===== src/rtl/shift_add_mult_ctrl.sv =====
// Sequencer and high-half accumulator for a shift-add multiplier driving an external shift register.
// Define FUSED_STEP_EN to merge the add and shift phases into one STEP state per multiplier bit.
module shift_add_mult_ctrl #(
    parameter int WIDTH = 8,
    parameter int CNT_W = 4
) (
    input  logic                 clk,
    input  logic                 clr_n,
    input  logic                 start,
    input  logic                 abort,
    input  logic [WIDTH-1:0]     mcand,
    input  logic [CNT_W-1:0]     ld_count,
    input  logic [WIDTH-1:0]     mplr_q,
    output logic                 sr_ld,
    output logic                 sr_clr,
    output logic                 sr_sft,
    output logic                 sr_sin,
    output logic [2*WIDTH-1:0]   product,
    output logic                 busy,
    output logic                 done
);

`ifdef FUSED_STEP_EN
    typedef enum logic [2:0] {S_IDLE, S_LOAD, S_STEP, S_DONE} state_t;
`else
    typedef enum logic [2:0] {S_IDLE, S_LOAD, S_ADD, S_SHIFT, S_DONE} state_t;
`endif

    state_t           state_reg, state_next;
    logic [WIDTH:0]   acc_reg, acc_next, sum;
    logic [WIDTH-1:0] mcand_reg, addend;
    logic [CNT_W-1:0] cnt_reg, cnt_next;
    logic             clr_reg;

    // acc_reg[WIDTH] is always clear whenever sum is consumed (after LOAD or a shift),
    // so this equals adding to the low WIDTH bits with the carry landing in bit WIDTH.
    assign addend  = mplr_q[0] ? mcand_reg : '0;
    assign sum     = acc_reg + {1'b0, addend};
    assign product = {acc_reg[WIDTH-1:0], mplr_q};
    assign sr_clr  = clr_reg;

    always_comb begin
        state_next = state_reg;
        acc_next   = acc_reg;
        cnt_next   = cnt_reg;
        sr_ld      = 1'b0;
        sr_sft     = 1'b0;
        sr_sin     = 1'b0;
        busy       = 1'b1;
        done       = 1'b0;
        case (state_reg)
            S_IDLE: begin
                busy = 1'b0;
                if (start) state_next = S_LOAD;
            end
            S_LOAD: begin
                sr_ld    = 1'b1;
                acc_next = '0;
                cnt_next = ld_count;
`ifdef FUSED_STEP_EN
                state_next = (ld_count == '0) ? S_DONE : S_STEP;
`else
                state_next = (ld_count == '0) ? S_DONE : S_ADD;
`endif
            end
`ifdef FUSED_STEP_EN
            S_STEP: begin
                sr_sft     = 1'b1;
                sr_sin     = sum[0];
                acc_next   = {1'b0, sum[WIDTH:1]};
                cnt_next   = cnt_reg - CNT_W'(1);
                state_next = (cnt_reg == CNT_W'(1)) ? S_DONE : S_STEP;
            end
`else
            S_ADD: begin
                acc_next   = sum;
                state_next = S_SHIFT;
            end
            S_SHIFT: begin
                sr_sft     = 1'b1;
                sr_sin     = acc_reg[0];
                acc_next   = {1'b0, acc_reg[WIDTH:1]};
                cnt_next   = cnt_reg - CNT_W'(1);
                state_next = (cnt_reg == CNT_W'(1)) ? S_DONE : S_ADD;
            end
`endif
            S_DONE: begin
                done       = 1'b1;
                state_next = S_IDLE;
            end
            default: state_next = S_IDLE;
        endcase
        // abort overrides every transition, including the final step into DONE
        if (abort) begin
            state_next = S_IDLE;
            acc_next   = '0;
        end
    end

    always_ff @(posedge clk or negedge clr_n) begin
        if (!clr_n) begin
            state_reg <= S_IDLE;
            acc_reg   <= '0;
            mcand_reg <= '0;
            cnt_reg   <= '0;
            clr_reg   <= 1'b0;
        end else begin
            state_reg <= state_next;
            acc_reg   <= acc_next;
            cnt_reg   <= cnt_next;
            clr_reg   <= abort;
            if (state_reg == S_LOAD) mcand_reg <= mcand;
        end
    end

endmodule


===== config.mk =====
export PLATFORM = sky130hd
export DESIGN_NAME = shift_add_mult_ctrl
export DESIGN_NICKNAME = d
export VERILOG_FILES = /design/src/rtl/shift_add_mult_ctrl.sv
export SDC_FILE = /design/constraint.sdc
export NUM_CORES = 1
export LEC_CHECK = 0
export ABC_AREA = 0
export BUFFER_PORTS_ARGS = -buffer_cell sky130_fd_sc_hd__buf_2
export CORE_MARGIN = 4
export CORE_UTILIZATION = 50
export CTS_CLUSTER_DIAMETER = 40
export DETAILED_ROUTE_END_ITERATION = 8
export GPL_TIMING_DRIVEN = 0
export HOLD_SLACK_MARGIN = 0.12
export PLACE_DENSITY = 0.76
export SYNTH_ARGS = -nofsm -noshare
export SYNTH_HDL_FRONTEND = slang
export SYNTH_SLANG_ARGS = --single-unit

===== constraint.sdc =====
create_clock -name clk -period 2.4 [get_ports clk]
set_input_delay 0.24 -clock clk [delete_from_list [all_inputs] [get_ports clk]]
set_output_delay 0.24 -clock clk [all_outputs]
set_load 0.05 [all_outputs]

==> key figures, run 1 <==
Route
  – Iteration count of the initial detailed-routing pass: 5
  – Antenna-violating nets left: 0
  – Final WL: approximately 3.7 mm
  – Routed vias: ~1500
  – Starting DRT DRC Count: around 110
  – Via density: 5.412
  – DRC: 0
  – WL/cell: 13.46 microns

Pwr
  – Max IR drop VDD: 0.3407 mV
  – Pwr/cell area: between 500 and 600 nW/um^2
  – Leakage Power: about 0.94 nW

Global route
  – Vias in the first global route: 1418
  – Total GRT Usage: about 18%
  – First-pass GRT wire length: 6.251 mm
  – Initial antenna violation count: 0
  – Global route overflow: 0
  – Largest net degree at the start of global routing: 26

Cells and area
  – Multi-input gate area in the final layout: 884.6 sq um
  – Final Net Count: between 200 and 300
  – Most common cell after layout, fill and taps aside: buf_2
  – Area Overhead vs Synth: 17.58%
  – Fill cells: 316
  – Share of post-route cells with drive strength above 1: 32.30%
  – Antenna Cells: 0
  – Most frequent cells in the layout: buf_2, dfrtp_1, inv_1
  – Post-Layout Cell Count: between 200 and 300
  – Register area: 625.6 sq um
  – Design area: 2033 sq um
  – Number of flip-flops in the largest register: 9

Floorplanning
  – Total core area: ~3300 sq um
  – Initial core utilization: 51.82%
  – Die Width: 66.81 microns
  – Row count: 21
  – Io pins: 46
  – Die Height: about 67 microns
  – Die area: 4463 sq um

Placement
  – Placed instance area: around 2000 sq um
  – DP Cell Count: between 200 and 300
  – Placer Congestion: 0.8769
  – Detailed placement HPWL: 2.884 mm
  – Pre-CTS setup slack: 124.8 ps
  – Number of buffers inserted by port buffering: 38

Setup path
  – Critical Path, Cell by Cell: and2_1 > ha_1 > fa_1 > a21oi_2 > o2111ai_1 > a2111oi_2 > a31o_2
  – CP max stage delay: 430 ps
  – Reg2Reg Depth: 7
  – Crit path launch: mcand_reg[0]
  – Worst R2R Setup Slack: 190 ps
  – Startpoint types: flip-flop
  – WP data arrival: 2480 ps
  – CP max-delay cell: fa_1
  – Critical Path Fanout Max: 3
  – Crit. End Element: flip-flop
  – RR Endpoint: acc_reg[8]
  – Critical path depth: 7
  – Worst Setup EP: acc_reg[8]
  – Data required time of the critical path: 2670 ps
  – WP buf/inv: 0
  – Setup Crit Path Kind: reg2reg
  – Critical path's top delay family: compound AO/OA/AOI/OAI gates
  – Reg-to-Reg Start: mcand_reg[0]

Logic synthesis
  – Netlist Area Pre-Place: 1729 sq um
  – Post-Syn Instances: 182
  – Synth Net Count: about 220
  – Cell variety after synth: 41
  – Number of synthesized register bits: 25
  – Synth Warn #: 0
  – Synth Area per Inst: 9.501 sq um
  – Seq/Total Area, Yosys: 36.18%

Timing
  – Final Setup Violations: 0
  – RSZ-0062 raised after global routing: false
  – Skew final: 8.013 ps
  – Setup_tns: 0 ps
  – Highest achievable clock rate: approximately 0.45 GHz
  – Worst setup margin: 189.5 ps
  – Final hold violations: 0
  – Slew Limit Fails: 0
  – Tmin final: 2211 ps
  – Final worst-path cycle share: between 90 and 100%
  – Slew @ Worst Pin: roughly 560 ps
  – Slew HR: 62.96%

Clocking
  – Clock Sinks: 25
  – Clock Root Buffer: clkbuf_4
  – Clk Latency, worst-skew pair: roughly 320 ps
  – Post-CTS setup buffer count: 0
  – H-tree depth: 1
  – Clock-pin slew on the worst setup and hold paths: between 100 and 150 ps
  – Clock Path Buffers: 2
  – Total CTS buffers: 3
  – CTS tree: built

Min path
  – Worst Hold Class: in2reg

Flow run
  – Max_cap viols: 0

Run status
  – Outcome: finished, final reports clean
## Yosys cell counts (all sizes together)
cell type  instances  area share [%]
o211ai             1            0.43
mux2               8             5.2
a32oi              1            0.51
o2111ai            2             1.0
o21bai             1            0.43
nor4b              1            0.51
o32ai              1            0.51
nand3              5             1.4
nand2b             4             1.4
mux2i              1            0.58
and2               8             2.9
a22oi              5             2.2
nor4               6             2.2
a311o              1            0.58
o22ai              5             1.8
xnor2              3             1.5
buf               20             8.7
and3b              1            0.51
a21o               1            0.43
nand2              3            0.65
clkbuf             3            0.65
a2111oi            2             2.1
nand3b             1            0.43
a21oi              7             2.0
ha                10             7.2
a211oi             3             1.3
dfrtp             25              36
nor2              10             2.3
o32a               2             1.2
fa                 1             1.2
or3                1            0.36
nor3               6             1.7
or4b               1            0.80
inv               18             3.9
o21ai             10             2.9
a222oi             3             1.7
a31o               1            0.51
## worst min-delay path by stage
stage	start	to	slack [ps]	cells past startpoint
final	mcand[2]	mcand_reg[2]	130	2
after global placement	clr_n	cnt_reg[1]	270	1
after CTS	mcand[2]	mcand_reg[2]	130	2
after floorplan	clr_n	acc_reg[0]	-60	0
after global routing	mcand[1]	mcand_reg[1]	130	2
after detailed placement	clr_n	cnt_reg[1]	270	1
## through the flow
step / hold slack, ps / power [W] / utilization [%]
floorplan: -55.59 / 0.0007476 / -
CTS: 133.6 / 0.001022 / 60.63
global placement: 265.1 / 0.0008180 / 59.24
detailed placement: 269.0 / 0.0008286 / 59.24
global route: 125.1 / 0.001089 / 60.93
finish: 134.2 / 0.001018 / 60.93
## report_power, final
part           leakage (nW)  total [W]  internal, W  switching (W)
sequential            0.318   0.000505     0.000473      0.0000318
clock                0.0150   0.000196    0.0000650       0.000131
combinational         0.604   0.000317     0.000132       0.000185
total                 0.937    0.00102     0.000670       0.000348
## layout make-up
cell class | instances | area share [%]
well taps | 46 | 2.831
multi-input cells | 116 | 43.51
flip-flops and latches | 25 | 30.77
plain buffers | 23 | 7.938
inverters | 18 | 3.323
clock buffers | 4 | 1.292
repair buffers | 40 | 10.34
## routing by layer
metal  part of all wire, %  vias to the layer above  GRT usage (%)
li1                      -                      738              -
met1                    44                      686          24.10
met2                    48                       44          30.20
met3                   6.3                        4          2.867
met4                  0.87                        0          4.569
met5                     0                        -              0
## cell families after synthesis
logic type | synth area share [%]
compound gates | 19.61
xor+xnor | 1.520
fa+ha+maj | 8.394
buf+inv | 13.24
flops | 36.18
mux | 5.789
simple gates | 15.27
## timing repair
action | CTS | global route
endpoints found under the setup margin | 0 | 1
gates resized for setup | 0 | 3
hold buffers | 2 | 0
hold endpoints to repair | 26 | 0
Power figures use the tool's default switching activity.
==> run 2: changes to the inputs <==
--- a/config.mk
+++ b/config.mk
@@ -7,6 +7,7 @@
 export LEC_CHECK = 0
 export ABC_AREA = 0
 export BUFFER_PORTS_ARGS = -buffer_cell sky130_fd_sc_hd__buf_2
+export CORE_ASPECT_RATIO = 0.9
 export CORE_MARGIN = 4
 export CORE_UTILIZATION = 50
 export CTS_CLUSTER_DIAMETER = 40
==> run 2 against run 1 <==
  * Setup slack worse by 26 ps
  * Sequential cell count stayed put
  * Sequential power hardly changed
  * Clock skew is 2.7 ps higher
  * Hold slack better by 4.0 ps
==> key figures, run 2 (synthesis results as in run 1) <==
Setup path
  – Data required time of the critical path: 2620 ps (-50 ps)
  – WP data arrival: 2460 ps (-20 ps)
  – Crit. End Element: flip-flop
  – Setup Crit Path Kind: reg2reg
  – Startpoint types: flip-flop
  – Critical Path Fanout Max: 3 (unchanged)
  – Reg2Reg Depth: 7 (unchanged)

Placement
  – DP Cell Count: 262 (-1.5%)
  – Placer Congestion: 0.8255 (-5.9%)
  – Detailed placement HPWL: 2.685 mm (-6.9%)
  – Number of buffers inserted by port buffering: 38 (unchanged)

Cells and area
  – Most frequent cells in the layout: buf_2, dfrtp_1, inv_1
  – Area Overhead vs Synth: 17.44%
  – Util after Layout: 63.75% (+2.8 points)
  – Most common cell after layout, fill and taps aside: buf_2
  – Antenna Cells: 0 (unchanged)
  – Final Net Count: 261 (-0.38%)
  – Number of flip-flops in the largest register: 9 (unchanged)
  – Post-Layout Cell Count: 267 (-1.8%)
  – Share of post-route cells with drive strength above 1: 32.00% (-0.30 points)

Clocking
  – Clock Path Buffers: 2 (unchanged)
  – Total CTS buffers: 3 (unchanged)
  – H-tree depth: 1 (unchanged)
  – Clock-pin slew on the worst setup and hold paths: 90 ps (-50 ps)
  – CTS tree: built
  – Clk Latency, worst-skew pair: 270 ps (-50 ps)
  – Clock Sinks: 25 (unchanged)
  – Clock Root Buffer: clkbuf_8

Timing
  – RSZ-0062 raised after global routing: false
  – Slew HR: 62.79% (-0.16 points)
  – Setup_tns: 0 ps (unchanged)
  – Min Hold Slack: 138.2 ps (+3.975 ps)
  – Final worst-path cycle share: 93.20% (+1.1 points)
  – Final hold violations: 0 (unchanged)
  – Highest achievable clock rate: 0.4470 GHz (-1.2%)
  – Skew final: 10.68 ps (+2.669 ps)
  – Final Setup Violations: 0 (unchanged)
  – Slew @ Worst Pin: 557.0 ps (+1.298 ps)
  – Slew Limit Fails: 0 (unchanged)
  – Tmin final: 2237 ps (+26.37 ps)

Floorplanning
  – Die Width: 69.99 microns (+4.8%)
  – Die area: 4465 sq um (about the same)
  – Total core area: 3186 sq um (-4.5%)
  – Initial core utilization: 54.28% (+2.5 points)
  – Io pins: 46 (unchanged)
  – Row count: 19 (-9.5%)
  – Die Height: 63.79 microns (-4.5%)

Route
  – Routed vias: 1462 (-0.68%)
  – Antenna-violating nets left: 0 (unchanged)
  – DRC: 0 (unchanged)
  – Starting DRT DRC Count: 133 (+27%)
  – Via density: 5.476 (+1.2%)
  – Final WL: 3.548 mm (-3.1%)
  – Iteration count of the initial detailed-routing pass: 4 (-1)
  – WL/cell: 13.29 microns (-1.2%)

Global route
  – Met2 GRT Util: 27.83% (-2.4 points)
  – Initial antenna violation count: 0 (unchanged)
  – Total GRT Usage: 17.49% (-0.52 points)
  – Largest net degree at the start of global routing: 26 (unchanged)
  – Most Crowded Layer GR: met2
  – Global route overflow: 0 (unchanged)
  – Met1 GRT Util: 23.65% (-0.45 points)
  – GR Util met3: 4.389% (+1.5 points)
  – Vias in the first global route: 1425 (+0.49%)
  – First-pass GRT wire length: 6.451 mm (+3.2%)

Min path
  – Worst hold stages: 1 (-1)
  – Worst Hold Class: in2reg

Pwr
  – Leakage Power: 0.9403 nW (+0.32%)
  – Max IR drop VDD: 0.4145 mV (+22%)
  – Pwr/cell area: 526.0 nW/um^2 (+5.1%)
  – Pwr Total: 0.001068 W (+5.0%)

Flow run
  – Max_cap viols: 0 (unchanged)

Run status
  – Outcome: finished, final reports clean
## run 2: cell types whose count changed in the layout (fill, tap and decap cells not counted), sizes merged
cell,change
dlygate4sd3,-1
## run 2: layout make-up
cell class	instances	area (sq um)
sequential	25	625.6
buffer	23	161.4
inverter	18	67.56
multi-input combinational	116	878.3
tap	42	52.55
clock buffer	4	45.04
fill	289	1155
timing repair buffer	39	200.2
## run 2: stage by stage
stage          setup slack [ps]  cell area (sq um)
4_1_cts                   110.6               2027
2_1_floorplan             246.7               1729
3_5_place_dp              120.4               1972
6_report                  163.1               2031
3_3_place_gp              148.0               1972
5_1_grt                   13.88               2031
## run 2: final timing paths
check | endpoint | from | slack, ps
worst max-delay path | acc_reg[8] | mcand_reg[0] | 160
worst min-delay path | sr_clr | abort | 140
worst max register to register | acc_reg[8] | mcand_reg[0] | 160
worst min register to register | mcand_reg[1] | mcand_reg[1] | 500
max in group asynchronous | mcand_reg[4] | clr_n | 1540
min in group asynchronous | cnt_reg[2] | clr_n | 480
## run 2: per-layer routing
metal	up-vias	part of all wire [%]
li1	736	-
met1	669	47
met2	52	45
met3	5	7.9
met4	0	0.96
met5	-	0
## run 2: report_power, final
group,total [W],internal [W],switching [W],leakage [nW]
logic,0.000314,0.000130,0.000184,0.600
registers,0.000504,0.000473,0.0000310,0.318
clock network,0.000249,0.000119,0.000131,0.0228
## run 2: critical path, cell delays in order, from the launching register on
cell and delay [ps]:
dfrtp_1 370, and2_1 150, ha_1 210, fa_1 430, a21oi_2 200, o2111ai_1 190, a2111oi_0 450, a31o_2 170
## run 2: what timing repair did
action | 4_1_cts | 5_1_grt
resized for setup | 0 | 1
endpoints found under the setup margin | 0 | 1
hold endpoints to repair | 25 | 0
buffers inserted | 0 | 0
hold buffers | 1 | 0
==> run 3: changes to the inputs <==
--- a/config.mk
+++ b/config.mk
@@ -5,8 +5,9 @@
 export SDC_FILE = /design/constraint.sdc
 export NUM_CORES = 1
 export LEC_CHECK = 0
-export ABC_AREA = 0
+export ABC_AREA = 1
 export BUFFER_PORTS_ARGS = -buffer_cell sky130_fd_sc_hd__buf_2
+export CAP_MARGIN = 20
 export CORE_ASPECT_RATIO = 0.9
 export CORE_MARGIN = 4
 export CORE_UTILIZATION = 50
==> run 3 against run 2 <==
  * Synthesized area rose by 1.0%
  * Clock-buffer cell count did not move
  * Fmax rose by 22%
  * Critical path depth fell by 1
  * Clock skew fell by 5.0 ps
  * Non-clock buffer count fell by 5
  * Setup slack improved by 400 ps
  * Combinational power rose by 28%
  * Hold slack improved by 24 ps
  * Sequential cell count did not move
  * Synthesized cell count rose by 32%
  * Die area rose by 0.88%
  * Critical endpoint is now sr_sin
  * Largest cell class unchanged
==> key figures, run 3 <==
Cells and area
  – Area Overhead vs Synth: 16.91%
  – Most common cell after layout, fill and taps aside: nand2_1
  – Antenna Cells: 0 (unchanged)
  – Number of flip-flops in the largest register: 9 (unchanged)
  – Most frequent cells in the layout: nand2_1, buf_2, inv_1
  – Share of post-route cells with drive strength above 1: 25.09% (-6.9 points)
  – Register area: 625.6 sq um (unchanged)
  – Final Net Count: 319 (+22%)
  – Fill cells: 348 (+20%)
  – Multi-input gate area in the final layout: 842.1 sq um (-4.1%)

Placement
  – Detailed placement HPWL: 2.827 mm (+5.3%)
  – Number of buffers inserted by port buffering: 37 (-2.6%)
  – Placer Congestion: 0.8936 (+8.2%)
  – Pre-CTS setup slack: 538.2 ps (+417.8 ps)

Logic synthesis
  – Synth Area in Simple Gates: 31.45% (+16 points)
  – Synth Warn #: 0 (unchanged)
  – Number of synthesized register bits: 25 (unchanged)
  – Seq/Total Area, Yosys: 35.82% (-0.36 points)
  – Compound-Gate Fraction of Synth Area: 7.450% (-12 points)
  – Top_reg_cell synth: dfrtp_1
  – Post-synth EDFFs: 0 (unchanged)
  – Netlist Area Pre-Place: 1747 sq um (+1.0%)
  – Post-synth ARST share: 100.0% (unchanged)
  – Most frequent cell after synthesis: nand2_1
  – XOR/XNOR Fraction of Synth Area: 1.003% (-0.52 points)
  – Synth top cells by count: nand2_1, inv_1, dfrtp_1
  – Post-Syn Instances: 241 (+32%)
  – Post-synthesis adder-cell area fraction: 8.309% (-0.084 points)
  – Synth top area share: 35.82% (-0.36 points)
  – Synth Net Count: 276 (+27%)
  – Cell taking the most area after synthesis: dfrtp_1
  – Synth Area per Inst: 7.248 sq um (-24%)
  – Cell variety after synth: 29 (-29%)
  – Top cells by area, synth: dfrtp_1, nand2_1, buf_4
  – Multiplexer share of the synthesized area: 0% (-5.8 points)
  – Largest family of logic cells by synthesized area: simple AND/OR/NAND/NOR gates

Global route
  – Vias in the first global route: 1479 (+3.8%)
  – Initial antenna violation count: 0 (unchanged)
  – Total GRT Usage: 17.49% (about the same)
  – First-pass GRT wire length: 6.410 mm (-0.64%)
  – Global route overflow: 0 (unchanged)
  – Largest net degree at the start of global routing: 26 (unchanged)

Timing
  – Slew HR: 63.17% (+0.38 points)
  – Final worst-path cycle share: 76.66% (-17 points)
  – Final Setup Violations: 0 (unchanged)
  – Skew final: 5.697 ps (-4.985 ps)
  – Worst setup margin: 560.3 ps (+397.2 ps)
  – Final hold violations: 0 (unchanged)
  – Setup_tns: 0 ps (unchanged)
  – RSZ-0062 raised after global routing: false
  – Highest achievable clock rate: 0.5436 GHz (+22%)
  – Tmin final: 1840 ps (-397.2 ps)
  – Min Hold Slack: 162.2 ps (+24.04 ps)
  – Slew @ Worst Pin: 552.5 ps (-4.480 ps)
  – Slew Limit Fails: 0 (unchanged)

Floorplanning
  – Total core area: 3378 sq um (+6.0%)
  – Row count: 20 (+1)
  – Die Width: 70.30 microns (+0.44%)
  – Die Height: 64.07 microns (+0.44%)
  – Io pins: 46 (unchanged)
  – Die area: 4504 sq um (+0.88%)
  – Initial core utilization: 51.70% (-2.6 points)

Setup path
  – Critical path's top delay family: buffers and inverters
  – RR Endpoint: acc_reg[6]
  – Reg2Reg Depth: 12 (+5)
  – WP buf/inv: 3 (+3)
  – Data required time of the critical path: 2160 ps (-460 ps)
  – Critical Path Fanout Max: 9 (+6)
  – Startpoint types: flip-flop
  – Reg-to-Reg Start: mcand_reg[0]
  – Worst R2R Setup Slack: 620 ps (+460 ps)
  – Critical Path, Cell by Cell: inv_1 > nand2_4 > nor2_8 > inv_2 > nor2_1 > buf_2
  – WP data arrival: 1600 ps (-860 ps)
  – Crit. End Element: primary output
  – CP max-delay cell: dfrtp_1
  – CP max stage delay: 380 ps (-70 ps)
  – Setup Crit Path Kind: reg2out

Pwr
  – Max IR drop VDD: 0.3615 mV (-13%)
  – Pwr Total: 0.001189 W (+11%)
  – Pwr/cell area: 582.4 nW/um^2 (+11%)
  – Leakage Power: 1.214 nW (+29%)

Flow run
  – Max_cap viols: 0 (unchanged)

Clocking
  – Clk Latency, worst-skew pair: 270 ps (about the same)
  – Total CTS buffers: 3 (unchanged)
  – Clock Root Buffer: clkbuf_8
  – CTS tree: built
  – Clock-pin slew on the worst setup and hold paths: 90 ps (about the same)
  – Clock Path Buffers: 2 (unchanged)
  – H-tree depth: 1 (unchanged)
  – Clock Sinks: 25 (unchanged)

Route
  – Antenna-violating nets left: 0 (unchanged)
  – Routed vias: 1592 (+8.9%)
  – Starting DRT DRC Count: 142 (+6.8%)
  – Final WL: 3.575 mm (+0.76%)
  – WL/cell: 10.93 microns (-18%)
  – DRC: 0 (unchanged)
  – Iteration count of the initial detailed-routing pass: 4 (unchanged)
  – Via density: 4.869 (-11%)

Min path
  – Hold wc startpoint: mcand[1]
  – Hold endpoint: mcand_reg[1]
  – Worst Hold Class: in2reg
  – Worst hold stages: 3 (+2)

Run status
  – Outcome: finished, final reports clean
## run 3: cell count changes after synthesis, sizes merged, moves of 5 or more
| cell | previous run | this run |
|---|---|---|
| nor3 | 6 | 1 |
| and2 | 8 | 0 |
| mux2 | 8 | 0 |
| nor2 | 10 | 18 |
| inv | 18 | 35 |
| nand2 | 3 | 88 |
| nand3 | 5 | 12 |
## run 3: worst register-to-register path: cells and delay by family (launching register included)
kind | cells | cell delay [ps]
AND/OR/NAND/NOR | 9 | 660
adder cells (fa/ha/maj) | 2 | 590
flip-flops | 1 | 380
buffers and inverters | 1 | 40
## run 3: worst max-delay path by stage
stage / startpoint / end / slack, ps / cells past startpoint
3_3_place_gp: mplr_q[0] / acc_reg[6] / 580 / 13
4_1_cts: state_reg[2] / sr_sin / 550 / 6
6_report: state_reg[2] / sr_sin / 560 / 6
3_5_place_dp: mplr_q[0] / acc_reg[6] / 540 / 13
5_1_grt: state_reg[2] / sr_sin / 430 / 6
2_1_floorplan: state_reg[2] / sr_sin / 560 / 5
## run 3: per-layer routing
metal | share of wire (%) | vias up | track usage (%)
met4 | 1.2 | 0 | 5.502
met3 | 7.9 | 7 | 3.145
met1 | 44 | 710 | 23.43
li1 | - | 821 | -
met5 | 0 | - | 0
met2 | 46 | 54 | 28.62
## run 3: metrics by stage
stage	utilization, %	instance area (sq um)	cells
floorplan	-	1747	241
global placement	58.81	1987	322
detailed placement	58.81	1987	322
CTS	60.44	2042	327
global route	60.44	2042	327
finish	60.44	2042	327
## run 3: final cells by class
class / instances / area share (%)
Timing Repair Buffer: 38 / 9.559
Multi-Input combinational cell: 161 / 41.24
Inverter: 36 / 6.679
Clock buffer: 4 / 2.206
Buffer: 19 / 6.985
Tap cell: 44 / 2.696
Sequential cell: 25 / 30.64
## run 3: cell families after synthesis
group / count (synthesis)
and+or+nand+nor: 125
DFF: 25
AOI/OAI and AO/OA: 23
xor gates and xnor gates: 2
buffers and inverters: 55
adders and majority gates: 11
## run 3: where the power goes
part	switching [W]	internal, W
sequential	0.0000448	0.000490
combinational	0.000258	0.000143
clock	0.000134	0.000119
total	0.000437	0.000752
## run 3: timing repair
item,4_1_cts,5_1_grt
setup endpoints to repair,0,0
hold buffers,1,0
buffers inserted,0,0
hold endpoints to repair,25,0
gates resized for setup,0,0
